[src/rtl/golden_dispatch_if.sv]
// golden_dispatch_if: shipment request, stage inputs and receiver drive/status signals.
`default_nettype none

interface golden_dispatch_if #(
    parameter int CNT_W = 8
) ();
    logic             ship_req;
    logic             ship_ready;
    logic             customs_ok;
    logic             transit_slot;
    logic             truck_arrive;
    logic             delivery_confirmed;
    logic             customs_cleared;
    logic             transit_ready;
    logic             arrived_on_truck;
    logic             ship_done;
    logic             ship_fail;
    logic [CNT_W-1:0] ship_count;

    modport master (
        output ship_req, customs_ok, transit_slot, truck_arrive, delivery_confirmed,
        input  ship_ready, customs_cleared, transit_ready, arrived_on_truck,
               ship_done, ship_fail, ship_count
    );

    modport slave (
        input  ship_req, customs_ok, transit_slot, truck_arrive, delivery_confirmed,
        output ship_ready, customs_cleared, transit_ready, arrived_on_truck,
               ship_done, ship_fail, ship_count
    );
endinterface

`default_nettype wire

[src/rtl/golden_dispatch.sv]
// golden_dispatch: staged shipment FSM with per-stage timeout and delivery counter.
// Optional GOLDEN_DISPATCH_RETRY_EN: first timeout of a shipment restarts at CUSTOMS.
`default_nettype none

module golden_dispatch #(
    parameter int TIMEOUT = 16,
    parameter int CNT_W   = 8
) (
    input  wire logic         clk,
    input  wire logic         rst_n,
    golden_dispatch_if.slave  dsp
);
    typedef enum logic [2:0] {
        S_IDLE    = 3'd0,
        S_CUSTOMS = 3'd1,
        S_TRANSIT = 3'd2,
        S_TRUCK   = 3'd3,
        S_CONFIRM = 3'd4,
        S_END     = 3'd5
    } state_t;

    localparam logic [7:0] TIMER_LAST = 8'(TIMEOUT - 1);

    state_t           state_q;
    logic [7:0]       timer_q;
    logic             ready_q;
    logic             cleared_q;
    logic             transit_q;
    logic             arrived_q;
    logic             done_q;
    logic             fail_q;
    logic [CNT_W-1:0] count_q;
`ifdef GOLDEN_DISPATCH_RETRY_EN
    logic             retry_q;
`endif

    logic exit_d;
    logic expired_d;

    always_comb begin
        exit_d = 1'b0;
        case (state_q)
            S_CUSTOMS: exit_d = dsp.customs_ok;
            S_TRANSIT: exit_d = dsp.transit_slot;
            S_TRUCK:   exit_d = dsp.truck_arrive;
            S_CONFIRM: exit_d = dsp.delivery_confirmed;
            default:   exit_d = 1'b0;
        endcase
        expired_d = (timer_q == TIMER_LAST);
    end

    always_ff @(posedge clk) begin
        if (!rst_n) begin
            state_q   <= S_IDLE;
            timer_q   <= 8'd0;
            ready_q   <= 1'b1;
            cleared_q <= 1'b0;
            transit_q <= 1'b0;
            arrived_q <= 1'b0;
            done_q    <= 1'b0;
            fail_q    <= 1'b0;
            count_q   <= '0;
`ifdef GOLDEN_DISPATCH_RETRY_EN
            retry_q   <= 1'b0;
`endif
        end else begin
            done_q <= 1'b0;
            fail_q <= 1'b0;
            case (state_q)
                S_IDLE: begin
                    if (dsp.ship_req) begin
                        state_q <= S_CUSTOMS;
                        timer_q <= 8'd0;
                        ready_q <= 1'b0;
`ifdef GOLDEN_DISPATCH_RETRY_EN
                        retry_q <= 1'b0;
`endif
                    end
                end
                S_CUSTOMS, S_TRANSIT, S_TRUCK, S_CONFIRM: begin
                    // Exit condition wins over a simultaneous timeout.
                    if (exit_d) begin
                        timer_q <= 8'd0;
                        case (state_q)
                            S_CUSTOMS: begin
                                state_q   <= S_TRANSIT;
                                cleared_q <= 1'b1;
                            end
                            S_TRANSIT: begin
                                state_q   <= S_TRUCK;
                                transit_q <= 1'b1;
                            end
                            S_TRUCK: begin
                                state_q   <= S_CONFIRM;
                                arrived_q <= 1'b1;
                            end
                            default: begin
                                state_q   <= S_END;
                                done_q    <= 1'b1;
                                count_q   <= count_q + 1'b1;
                                cleared_q <= 1'b0;
                                transit_q <= 1'b0;
                                arrived_q <= 1'b0;
                            end
                        endcase
                    end else if (expired_d) begin
                        timer_q   <= 8'd0;
                        cleared_q <= 1'b0;
                        transit_q <= 1'b0;
                        arrived_q <= 1'b0;
`ifdef GOLDEN_DISPATCH_RETRY_EN
                        if (!retry_q) begin
                            retry_q <= 1'b1;
                            state_q <= S_CUSTOMS;
                        end else begin
                            state_q <= S_END;
                            fail_q  <= 1'b1;
                        end
`else
                        state_q <= S_END;
                        fail_q  <= 1'b1;
`endif
                    end else begin
                        timer_q <= timer_q + 8'd1;
                    end
                end
                S_END: begin
                    state_q   <= S_IDLE;
                    ready_q   <= 1'b1;
                    timer_q   <= 8'd0;
                    cleared_q <= 1'b0;
                    transit_q <= 1'b0;
                    arrived_q <= 1'b0;
                end
                default: begin
                    state_q <= S_IDLE;
                    ready_q <= 1'b1;
                    timer_q <= 8'd0;
                end
            endcase
        end
    end

    assign dsp.ship_ready       = ready_q;
    assign dsp.customs_cleared  = cleared_q;
    assign dsp.transit_ready    = transit_q;
    assign dsp.arrived_on_truck = arrived_q;
    assign dsp.ship_done        = done_q;
    assign dsp.ship_fail        = fail_q;
    assign dsp.ship_count       = count_q;
endmodule

`default_nettype wire

[src/flat_wrapper.sv]
// flat-port wrapper written by rule: the top's interface ports become plain ports
module golden_dispatch_flat 
#(
    parameter int TIMEOUT = 16,
    parameter int CNT_W   = 8
)
  (clk, rst_n, dsp_ship_req, dsp_customs_ok, dsp_transit_slot, dsp_truck_arrive, dsp_delivery_confirmed, dsp_ship_ready, dsp_customs_cleared, dsp_transit_ready, dsp_arrived_on_truck, dsp_ship_done, dsp_ship_fail, dsp_ship_count);
  golden_dispatch_if #(.CNT_W(CNT_W)) dsp_i ();
  input  wire logic clk;
  input  wire logic rst_n;
  input wire logic [$bits(dsp_i.ship_req)-1:0] dsp_ship_req;
  input wire logic [$bits(dsp_i.customs_ok)-1:0] dsp_customs_ok;
  input wire logic [$bits(dsp_i.transit_slot)-1:0] dsp_transit_slot;
  input wire logic [$bits(dsp_i.truck_arrive)-1:0] dsp_truck_arrive;
  input wire logic [$bits(dsp_i.delivery_confirmed)-1:0] dsp_delivery_confirmed;
  output wire logic [$bits(dsp_i.ship_ready)-1:0] dsp_ship_ready;
  output wire logic [$bits(dsp_i.customs_cleared)-1:0] dsp_customs_cleared;
  output wire logic [$bits(dsp_i.transit_ready)-1:0] dsp_transit_ready;
  output wire logic [$bits(dsp_i.arrived_on_truck)-1:0] dsp_arrived_on_truck;
  output wire logic [$bits(dsp_i.ship_done)-1:0] dsp_ship_done;
  output wire logic [$bits(dsp_i.ship_fail)-1:0] dsp_ship_fail;
  output wire logic [$bits(dsp_i.ship_count)-1:0] dsp_ship_count;
  assign dsp_i.ship_req = dsp_ship_req;
  assign dsp_i.customs_ok = dsp_customs_ok;
  assign dsp_i.transit_slot = dsp_transit_slot;
  assign dsp_i.truck_arrive = dsp_truck_arrive;
  assign dsp_i.delivery_confirmed = dsp_delivery_confirmed;
  assign dsp_ship_ready = dsp_i.ship_ready;
  assign dsp_customs_cleared = dsp_i.customs_cleared;
  assign dsp_transit_ready = dsp_i.transit_ready;
  assign dsp_arrived_on_truck = dsp_i.arrived_on_truck;
  assign dsp_ship_done = dsp_i.ship_done;
  assign dsp_ship_fail = dsp_i.ship_fail;
  assign dsp_ship_count = dsp_i.ship_count;
  golden_dispatch #(.TIMEOUT(TIMEOUT), .CNT_W(CNT_W)) u_core (.clk(clk), .rst_n(rst_n), .dsp(dsp_i));
endmodule
[config.mk]
export PLATFORM = sky130hd
export DESIGN_NAME = golden_dispatch_flat
export DESIGN_NICKNAME = d
export VERILOG_FILES = /design/src/rtl/golden_dispatch_if.sv /design/src/rtl/golden_dispatch.sv /design/src/flat_wrapper.sv
export SDC_FILE = /design/constraint.sdc
export NUM_CORES = 1
export LEC_CHECK = 0
export CAP_MARGIN = 25
export CORE_ASPECT_RATIO = 1.75
export CORE_MARGIN = 1.5
export CORE_UTILIZATION = 46
export DETAILED_ROUTE_END_ITERATION = 8
export GPL_TIMING_DRIVEN = 0
export PLACE_DENSITY = 0.84
export RECOVER_POWER = 25
export SLEW_MARGIN = 20
export SYNTH_ARGS = -nofsm -noshare
export SYNTH_HDL_FRONTEND = slang
export SYNTH_SLANG_ARGS = --single-unit
[constraint.sdc]
create_clock -name clk -period 1.6 [get_ports clk]
set_input_delay 0.32 -clock clk [delete_from_list [all_inputs] [get_ports clk]]
set_output_delay 0.32 -clock clk [all_outputs]
set_load 0.02 [all_outputs]
Word level (Yosys, flattened, before mapping)
Index checks and enable logic that the tools add are counted.

operators by class
  divide/modulo/power cells = 0
  equal/unequal tests = 11
  $lt $le $gt $ge = 0
  add/subtract/negate cells = 2
  shift-type cells = 0
  bitwise operators = 3
  $mul = 0
  mux-type cells = 24
  reduce and logical (&&, ||, !) cells = 15

operators with widths
  cell                                           number
  2-to-1 mux 8 bit                               3
  adder 8 x 1 -> 8 bit, second input constant    2
  one-hot mux 8 bit (2 select lines)             1
  AND reduction 3 bit                            5
  one-hot mux 1 bit (2 select lines)             7
  2-to-1 mux 3 bit                               3
  != test 3 bit, second input constant           3
  one-hot mux 3 bit (3 select lines)             1
  == test 8 x 4 -> 1 bit, second input constant  1
  2-to-1 mux 1 bit                               7
  == test 3 x 2 -> 1 bit, second input constant  2
  == test 3 bit, second input constant           2
  one-hot mux 3 bit (2 select lines)             1
  OR reduction 2 bit                             3
  OR reduction 3 bit                             2
  one-hot mux 1 bit (4 select lines)             1
  AND reduction 2 bit                            2
  OR reduction 4 bit                             1
  == test 3 x 1 -> 1 bit, second input constant  1
  zero test 3 bit                                1
  != test 3 x 1 -> 1 bit, second input constant  1
  inverter 1 bit                                 3
  != test 2 bit, second input constant           1
  nonzero test 2 bit                             1

storage, ports and cells
  bits in registers = 25
  bits in latches = 0
  input bits = 7
  memory bits (writable) = 0
  word-level logic and storage cells = 64
  output and inout port bits = 14
  memory bits (read-only) = 0
  memories = 0

Logic depth before layout (Yosys ltp)
Gate-level depths: netlist of run 1.

  depth in word-level cells = 5
  gate-level depth with buffers = 8
  mapped depth without buffers = 5

Least setup slack after synthesis of run 1
Ideal clock, no wire load.

  path type = reg2reg
  from = reg u_core.state_q[2]
  to = reg u_core.cleared_q, in the netlist u_core.dsp.customs_cleared
  arrival = 1.548 ns
  clock period less this slack = 1.627 ns
  required time = 1.521 ns
  path slack = -0.027 ns
  cell stages (with the launch flop) = 9
  library setup time = 0.079 ns
  buffers on the path = 3
  cells stage by stage = dfxtp_1 -> buf_4 -> and4bb_1 -> buf_4 -> a21oi_2 -> o21a_1 -> buf_6 -> a221o_1 -> a211oi_2

between the ends
  word-level cells in the longest chain between the ends = 5
  elaborated cells between the ends (all ways) = 15
  classes of those cells = eq/ne: 7; mux: 4; reduce/logical: 4

RTL lines
  what                                 line                                                                 source
  start, declared                      golden_dispatch.sv:24                                                state_t state_q;
  start signal, assigned               golden_dispatch.sv:54                                                state_q <= S_IDLE;
  start signal, assigned               golden_dispatch.sv:72                                                state_q <= S_CUSTOMS;
  start signal, assigned               golden_dispatch.sv:86                                                state_q <= S_TRANSIT;
  == test 3 x 2 -> 1 bit               golden_dispatch.sv:42, golden_dispatch.sv:69, golden_dispatch.sv:84
  OR reduction 2 bit (no source line)  -
  one-hot mux 1 bit (2 select lines)   golden_dispatch.sv:84                                                case (state_q)
  2-to-1 mux 1 bit                     golden_dispatch.sv:82                                                if (exit_d) begin
  one-hot mux 1 bit (2 select lines)   golden_dispatch.sv:69                                                case (state_q)
  end signal, assigned                 golden_dispatch.sv:87                                                cleared_q <= 1'b1;
  end signal, assigned                 golden_dispatch.sv:101                                               cleared_q <= 1'b0;
  end signal, assigned                 golden_dispatch.sv:108                                               cleared_q <= 1'b0;
  end, declared                        golden_dispatch.sv:27                                                logic cleared_q;

Several ways; a longest one is shown, not always the timed one.
A chain may end at the register's enable or synchronous reset.

Final worst setup path of run 1
  from = reg u_core.state_q[1]
  to = reg u_core.cleared_q, in the netlist u_core.dsp.customs_cleared

Same word-level chain as after synthesis.

==> results of run 1 <==
-- registers in the layout (all words and copies together), names as in the netlist --
register / flops
u_core.dsp.ship_fail: 1
u_core.dsp.customs_cleared: 1
u_core.state_q: 3
u_core.timer_q: 8
u_core.dsp.arrived_on_truck: 1
u_core.dsp.ship_done: 1
u_core.dsp.ship_ready: 1
u_core.dsp.ship_count: 8
u_core.dsp.transit_ready: 1
-- layer usage --
metal  global-route usage, %  vias up  wire length, um
li1                        -      551                -
met1                    19.5      562             1090
met2                    39.4       38             1650
met3                    2.33        8              105
met4                    12.9        0               82
met5                       0        -                0
-- per-stage QoR --
stage                     area (um2)  worst slack, ns
after floorplan                 1210          -0.0135
after global placement          1440           -0.635
after detailed placement        1440           -0.666
after CTS                       1630          0.00283
after global routing            1660          -0.0909
final                           1660          -0.0245
-- cell type report --
class / instances / area share [%]
Timing Repair Buffer: 36 / 18.3
Clock inverter: 1 / 0.452
Sequential cell: 25 / 31.0
Clock buffer: 3 / 2.49
Multi-Input combinational cell: 98 / 42.0
Tap cell: 26 / 1.96
Inverter: 5 / 1.36
Buffer: 6 / 2.49
-- worst max-delay path, cell delays in order, from the launching register on --
cell and delay, ns:
dfxtp_4 0.35, buf_4 0.15, inv_1 0.07, a211oi_2 0.08, o21a_1 0.18, buf_6 0.13
a221o_1 0.36, a211oi_2 0.22
-- placed cells by master, fill, tap and decap left out, drive strengths merged, types with 2 or more instances in the layout --
cell type / instances
xor2: 6
nand3: 5
o21ai: 5
and2: 2
a22oi: 3
ha: 2
mux2i: 2
nand2b: 2
clkdlybuf4s50: 9
dfxtp: 25
nor3b: 2
nor4: 3
xnor2: 6
a211oi: 4
nor2b: 3
nor2: 15
buf: 19
a31oi: 3
clkbuf: 8
nand4: 2
nor3: 10
a21oi: 5
nand2: 8
inv: 4
dlygate4sd2: 8
clkinvlp: 2
-- kinds of logic (layout without fill, tap and decap cells) --
family	after synthesis	count (layout)	synth area share, %
compound gates	25	25	14.7
flops	25	25	41.8
xor+xnor	12	12	8.77
buf+inv	13	51	5.74
fa+ha+maj	2	2	2.09
simple gates	57	57	25.3
mux	2	2	1.67
-- timing repair --
item                       4_1_cts  5_1_grt
setup endpoints to repair       19       15
gates resized for setup         23       15
setup buffers                   14        2
pin swaps                        5        5
-- power by group through the flow --
stage	Combinational [mW]	Clock [mW]	Sequential (mW)
final	1.01	0.385	0.769
after global routing	1.07	0.417	0.779
after CTS	0.936	0.393	0.751
after detailed placement	0.695	0	0.757
after global placement	0.680	0	0.754
after floorplan	0.479	0	0.787
-- worst max-delay path by stage --
stage,slack [ns],cells past startpoint,endpoint,from
CTS,0.003,6,u_core.dsp.customs_cleared,u_core.timer_q[1]
global placement,-0.64,7,u_core.dsp.arrived_on_truck,dsp_transit_slot
finish,-0.02,7,u_core.dsp.customs_cleared,u_core.state_q[1]
floorplan,-0.01,6,u_core.timer_q[5],u_core.state_q[0]
global route,-0.09,7,u_core.dsp.customs_cleared,u_core.state_q[1]
detailed placement,-0.67,7,u_core.dsp.arrived_on_truck,dsp_transit_slot
==> out/metrics.yaml, run 1 <==
synth.most_common_cell: "dfxtp_1"
cp.arrival_ns: 1.83
synth_edf_count: 0
min_from: "u_core.dsp.arrived_on_truck"
switching_share_pct: 36.1
placed_cells: 182
synth_cells: 136
skew_ns: 0.00241
wl_um: 2930
cts_sinks: 25
num_vias: 1159
grt_first_pass_wirelength_um: 4760
stdcell_count: 200
wl_per_cell_um: 14.6
outcome: "finished with violations"
die-area_um2: 2930
yosysUniqueCellTypes: 39
cellPowerDensity_nw_per_um2: 1300
fin_ws_ns: -0.0245
final_nets: 184
setup-tns-final_ns: -0.0245
path_max_fanout: 7
holdPathStages: 2
timing.rr.start: "u_core.state_q[1]"
place_congestion: 0.922
r2r_setup_slack_ns: -0.02
ys_seq_area_share_pct: 41.8
combPwrFrac_pct: 46.6
dr.pass1.iters: 4
p_total_mw: 2.16
dp_hpwl_um: 1830
min_period_ns: 1.62
critical_path_class: "flop to flop"
register_area_um2: 514
synth_area_leaders: "dfxtp_1, nor2_1, xnor2_1, xor2_1, nor3_1"
portBuffers: 20
die_w_um: 41.6
via_per_inst: 5.80
cap_viol_max_count: 0
hold_viol: 0
multiInputGateArea_um2: 697
cts_hold_buf: 0
crit_path_end_kind: "flop"
ant_nets: 0
drive_above_1_share_pct: 25.3
required_ns: 1.80
h-tree-depth: 1
slew_headroom_pct: 71.4
holdWs_ns: 0.469
cts_tree: "yes"
path_clk_slew_ns: 0.09
period_share_pct: 102
synthTopCellsByCount: "dfxtp_1, nor2_1, nor3_1"
syn_to_final_growth_pct: 38.5
die_h_um: 70.5
violations: "negative setup slack"
clkPwrFrac_pct: 17.8
netlist.area_leader.share_pct: 41.8
p_int_mw: 1.38
first_global_vias: 1180
drc_errors: 0
drv_slew: 0
cts_max_path_buffers: 2
start_util_pct: 48.1
synth.net_count: 145
cts_buffers: 3
antenna_found_initial: 0
leakage_nw: 0.658
ff2ff_path_depth: 7
async_reset_ff_share_pct: 0
yosysTopAreaCell: "dfxtp_1"
hold_path.class: "flop to flop"
seqPwrFrac_pct: 35.5
tightestPinTransition_ns: 0.430
timing.rr.end: "u_core.dsp.customs_cleared"
vdd_drop_max_uv: 756
diodes: 0
rsz0062_at_grt: "true"
switchingPower_mw: 0.781
core_um2: 2490
ys.flop_type: "dfxtp_1"
netlist_area_um2: 1200
start_kind: "flop"
grt_max_degree: 16
grt_overflow_total: 0
fmax_mhz: 616
final_util_pct: 66.6
dr.first_iter.drc_count: 32
std_cell_rows: 24
io_pins: 21
holdPathEnd: "u_core.dsp.arrived_on_truck"
clk_latency_ns: 0.27
yosys_warnings: 0
setup_viol: 1
ys_seq_elements: 25
num-fill-cells: 205
avgSynthCellArea_um2: 8.81
grtUsageTotal_pct: 20.5
cts_root_buffer: "clkbuf_8"
Note: power is estimated with default switching activity, not from simulation.
==> inputs of run 2 (changes only) <==
Settings changed: GPL_TIMING_DRIVEN 0 to 1.
==> out/metrics.yaml, run 2 (synthesis results as in run 1) <==
die_h_um: 70.5  # unchanged
required_ns: 1.77  # was 1.80 ns
ant_nets: 0  # unchanged
combPwrFrac_pct: 48.1  # was 46.6%
grt_overflow_total: 0  # unchanged
rsz0062_at_grt: "true"  # unchanged
clk_latency_ns: 0.26  # was 0.27 ns
p_total_mw: 2.23  # was 2.16 mW
fin_area_um2: 1760  # was 1660 um2
via_per_inst: 5.55  # was 5.80
hold_path.class: "flop to flop"  # unchanged
grt_max_degree: 22  # was 16
switching_share_pct: 35.4  # was 36.1%
drive_above_1_share_pct: 30.4  # was 25.3%
cts_hold_buf: 0  # unchanged
dr.pass1.iters: 4  # unchanged
tightestPinTransition_ns: 0.398  # was 0.430 ns
grtUsageTotal_pct: 21.1  # was 20.5%
min_from: "u_core.dsp.arrived_on_truck"  # unchanged
num_vias: 1148  # was 1159
stdcell_count: 207  # was 200
h-tree-depth: 1  # unchanged
final_common_cell: "buf_4"  # was dfxtp_1
period_share_pct: 102  # about the same
io_pins: 21  # unchanged
final_util_pct: 70.7  # was 66.6%
timing.rr.start: "u_core.state_q[1]"  # unchanged
placed_cells: 195  # was 182
start_kind: "primary input"  # was flop
setup-tns-final_ns: -0.0277  # was -0.0245 ns
std_cell_rows: 24  # unchanged
cap_viol_max_count: 0  # unchanged
hold_viol: 0  # unchanged
skew_ns: 0.00303  # was 0.00241 ns
crit_path_end_kind: "flop"  # unchanged
wl_um: 3220  # was 2930 um
cp.arrival_ns: 1.80  # was 1.83 ns
critical-path-max-stage-delay_ns: 0.48  # was 0.36 ns
syn_to_final_growth_pct: 47.0  # was 38.5%
cts_tree: "yes"  # unchanged
path_max_fanout: 6  # was 7
seqPwrFrac_pct: 35.8  # was 35.5%
start_util_pct: 48.1  # unchanged
diodes: 0  # unchanged
switchingPower_mw: 0.789  # was 0.781 mW
cts_max_path_buffers: 2  # unchanged
place_congestion: 0.993  # was 0.922
fmax_mhz: 614  # was 616 MHz
layout_common_cells: "buf_4, dfxtp_1, nor2_1"  # was dfxtp_1, buf_4, nor2_1
min_period_ns: 1.63  # was 1.62 ns
core_um2: 2490  # unchanged
setup_viol: 1  # unchanged
slowest_stage: "clkdlybuf4s50_1"  # was a221o_1
dp_hpwl_um: 2140  # was 1830 um
outcome: "finished with violations"  # unchanged
wl_per_cell_um: 15.6  # was 14.6 um
critPathLaunch: "dsp_truck_arrive"  # was u_core.state_q[1]
postPlaceCellArea_um2: 1550  # was 1440 um2
final_nets: 191  # was 184
p_int_mw: 1.44  # was 1.38 mW
grt_first_pass_wirelength_um: 4970  # was 4760 um
cellPowerDensity_nw_per_um2: 1270  # was 1300 nW/um2
antenna_found_initial: 0  # unchanged
cts_buffers: 3  # unchanged
portBuffers: 20  # unchanged
slew_headroom_pct: 73.2  # was 71.4%
cts_root_buffer: "clkbuf_8"  # unchanged
crit_chain: "clkdlybuf4s50_1, and2_4, a21oi_2, o21a_2, buf_6, a21oi_4, mux2i_2"  # was buf_4, inv_1, a211oi_2, o21a_1, buf_6, a221o_1, a211oi_2
clkPwrFrac_pct: 16.1  # was 17.8%
cts_sinks: 25  # unchanged
critical_path_class: "primary input to flop"  # was flop to flop
die_w_um: 41.6  # unchanged
die-area_um2: 2930  # unchanged
drv_slew: 0  # unchanged
drc_errors: 0  # unchanged
dr.first_iter.drc_count: 35  # was 32
violations: "negative setup slack"  # unchanged
first_global_vias: 1143  # was 1180
leakage_nw: 0.790  # was 0.658 nW
path_clk_slew_ns: 0.08  # was 0.09 ns
fin_ws_ns: -0.0277  # was -0.0245 ns
vdd_drop_max_uv: 929  # was 756 uV
-- run 2: changes by cell type in the layout (fill, tap and decap cells not counted), sizes merged --
| cell | before | now |
|---|---|---|
| clkbuf | 8 | 3 |
| inv | 4 | 5 |
| buf | 19 | 29 |
| dlygate4sd2 | 8 | 6 |
| clkinv | 0 | 1 |
| dlymetal6s2s | 1 | 5 |
| clkinvlp | 2 | 0 |
-- run 2: stage by stage --
step,setup WS [ns],hold WS [ns]
after floorplan,-0.0135,0.396
after global placement,-0.341,0.451
after detailed placement,-0.456,0.453
after CTS,-0.0221,0.470
after global routing,-0.0709,0.488
final,-0.0277,0.473
-- run 2: worst paths after layout --
| kind | slack, ns | end | depth (start not counted) |
|---|---|---|---|
| worst max register to register | -0.01 | u_core.state_q[0] | 6 |
| worst min-delay path | 0.47 | u_core.dsp.arrived_on_truck | 2 |
| worst min register to register | 0.47 | u_core.dsp.arrived_on_truck | 2 |
| worst max-delay path | -0.03 | u_core.state_q[0] | 7 |
-- run 2: critical path: cells and delay by family --
family                 cells  cell delay, ns
muxes                      1            0.27
buffers and inverters      2            0.62
AOI/OAI and AO/OA          3            0.43
and+or+nand+nor            1            0.16
-- run 2: layout make-up --
cell class              instances  area [um2]
fillers                       187         731
multi-input cells              98         712
flip-flops and latches         25         513
repair buffers                 49         439
clock buffers                   3        41.3
well taps                      26        32.5
inverters                       5        18.8
clock inverters                 1        5.00
-- run 2: layer usage --
metal / GRT usage (%) / wire length, um / up-vias
met5: 0 / 0 / -
met3: 2.84 / 144 / 8
met2: 39.8 / 1720 / 36
li1: - / - / 566
met1: 22.5 / 1270 / 538
met4: 8.60 / 90 / 0
-- run 2: repair_timing --
action | CTS | global route
buffers inserted | 1 | 7
resized for setup | 23 | 15
endpoints found under the setup margin | 16 | 19
pin swaps | 3 | 4
endpoints found under the hold margin | 0 | 0
-- run 2: power by group through the flow --
stage,Clock [mW],Combinational (mW),Sequential (mW)
after global routing,0.401,1.13,0.810
after CTS,0.369,0.889,0.799
after global placement,0,0.770,0.781
after floorplan,0,0.479,0.787
final,0.359,1.07,0.798
after detailed placement,0,0.790,0.785
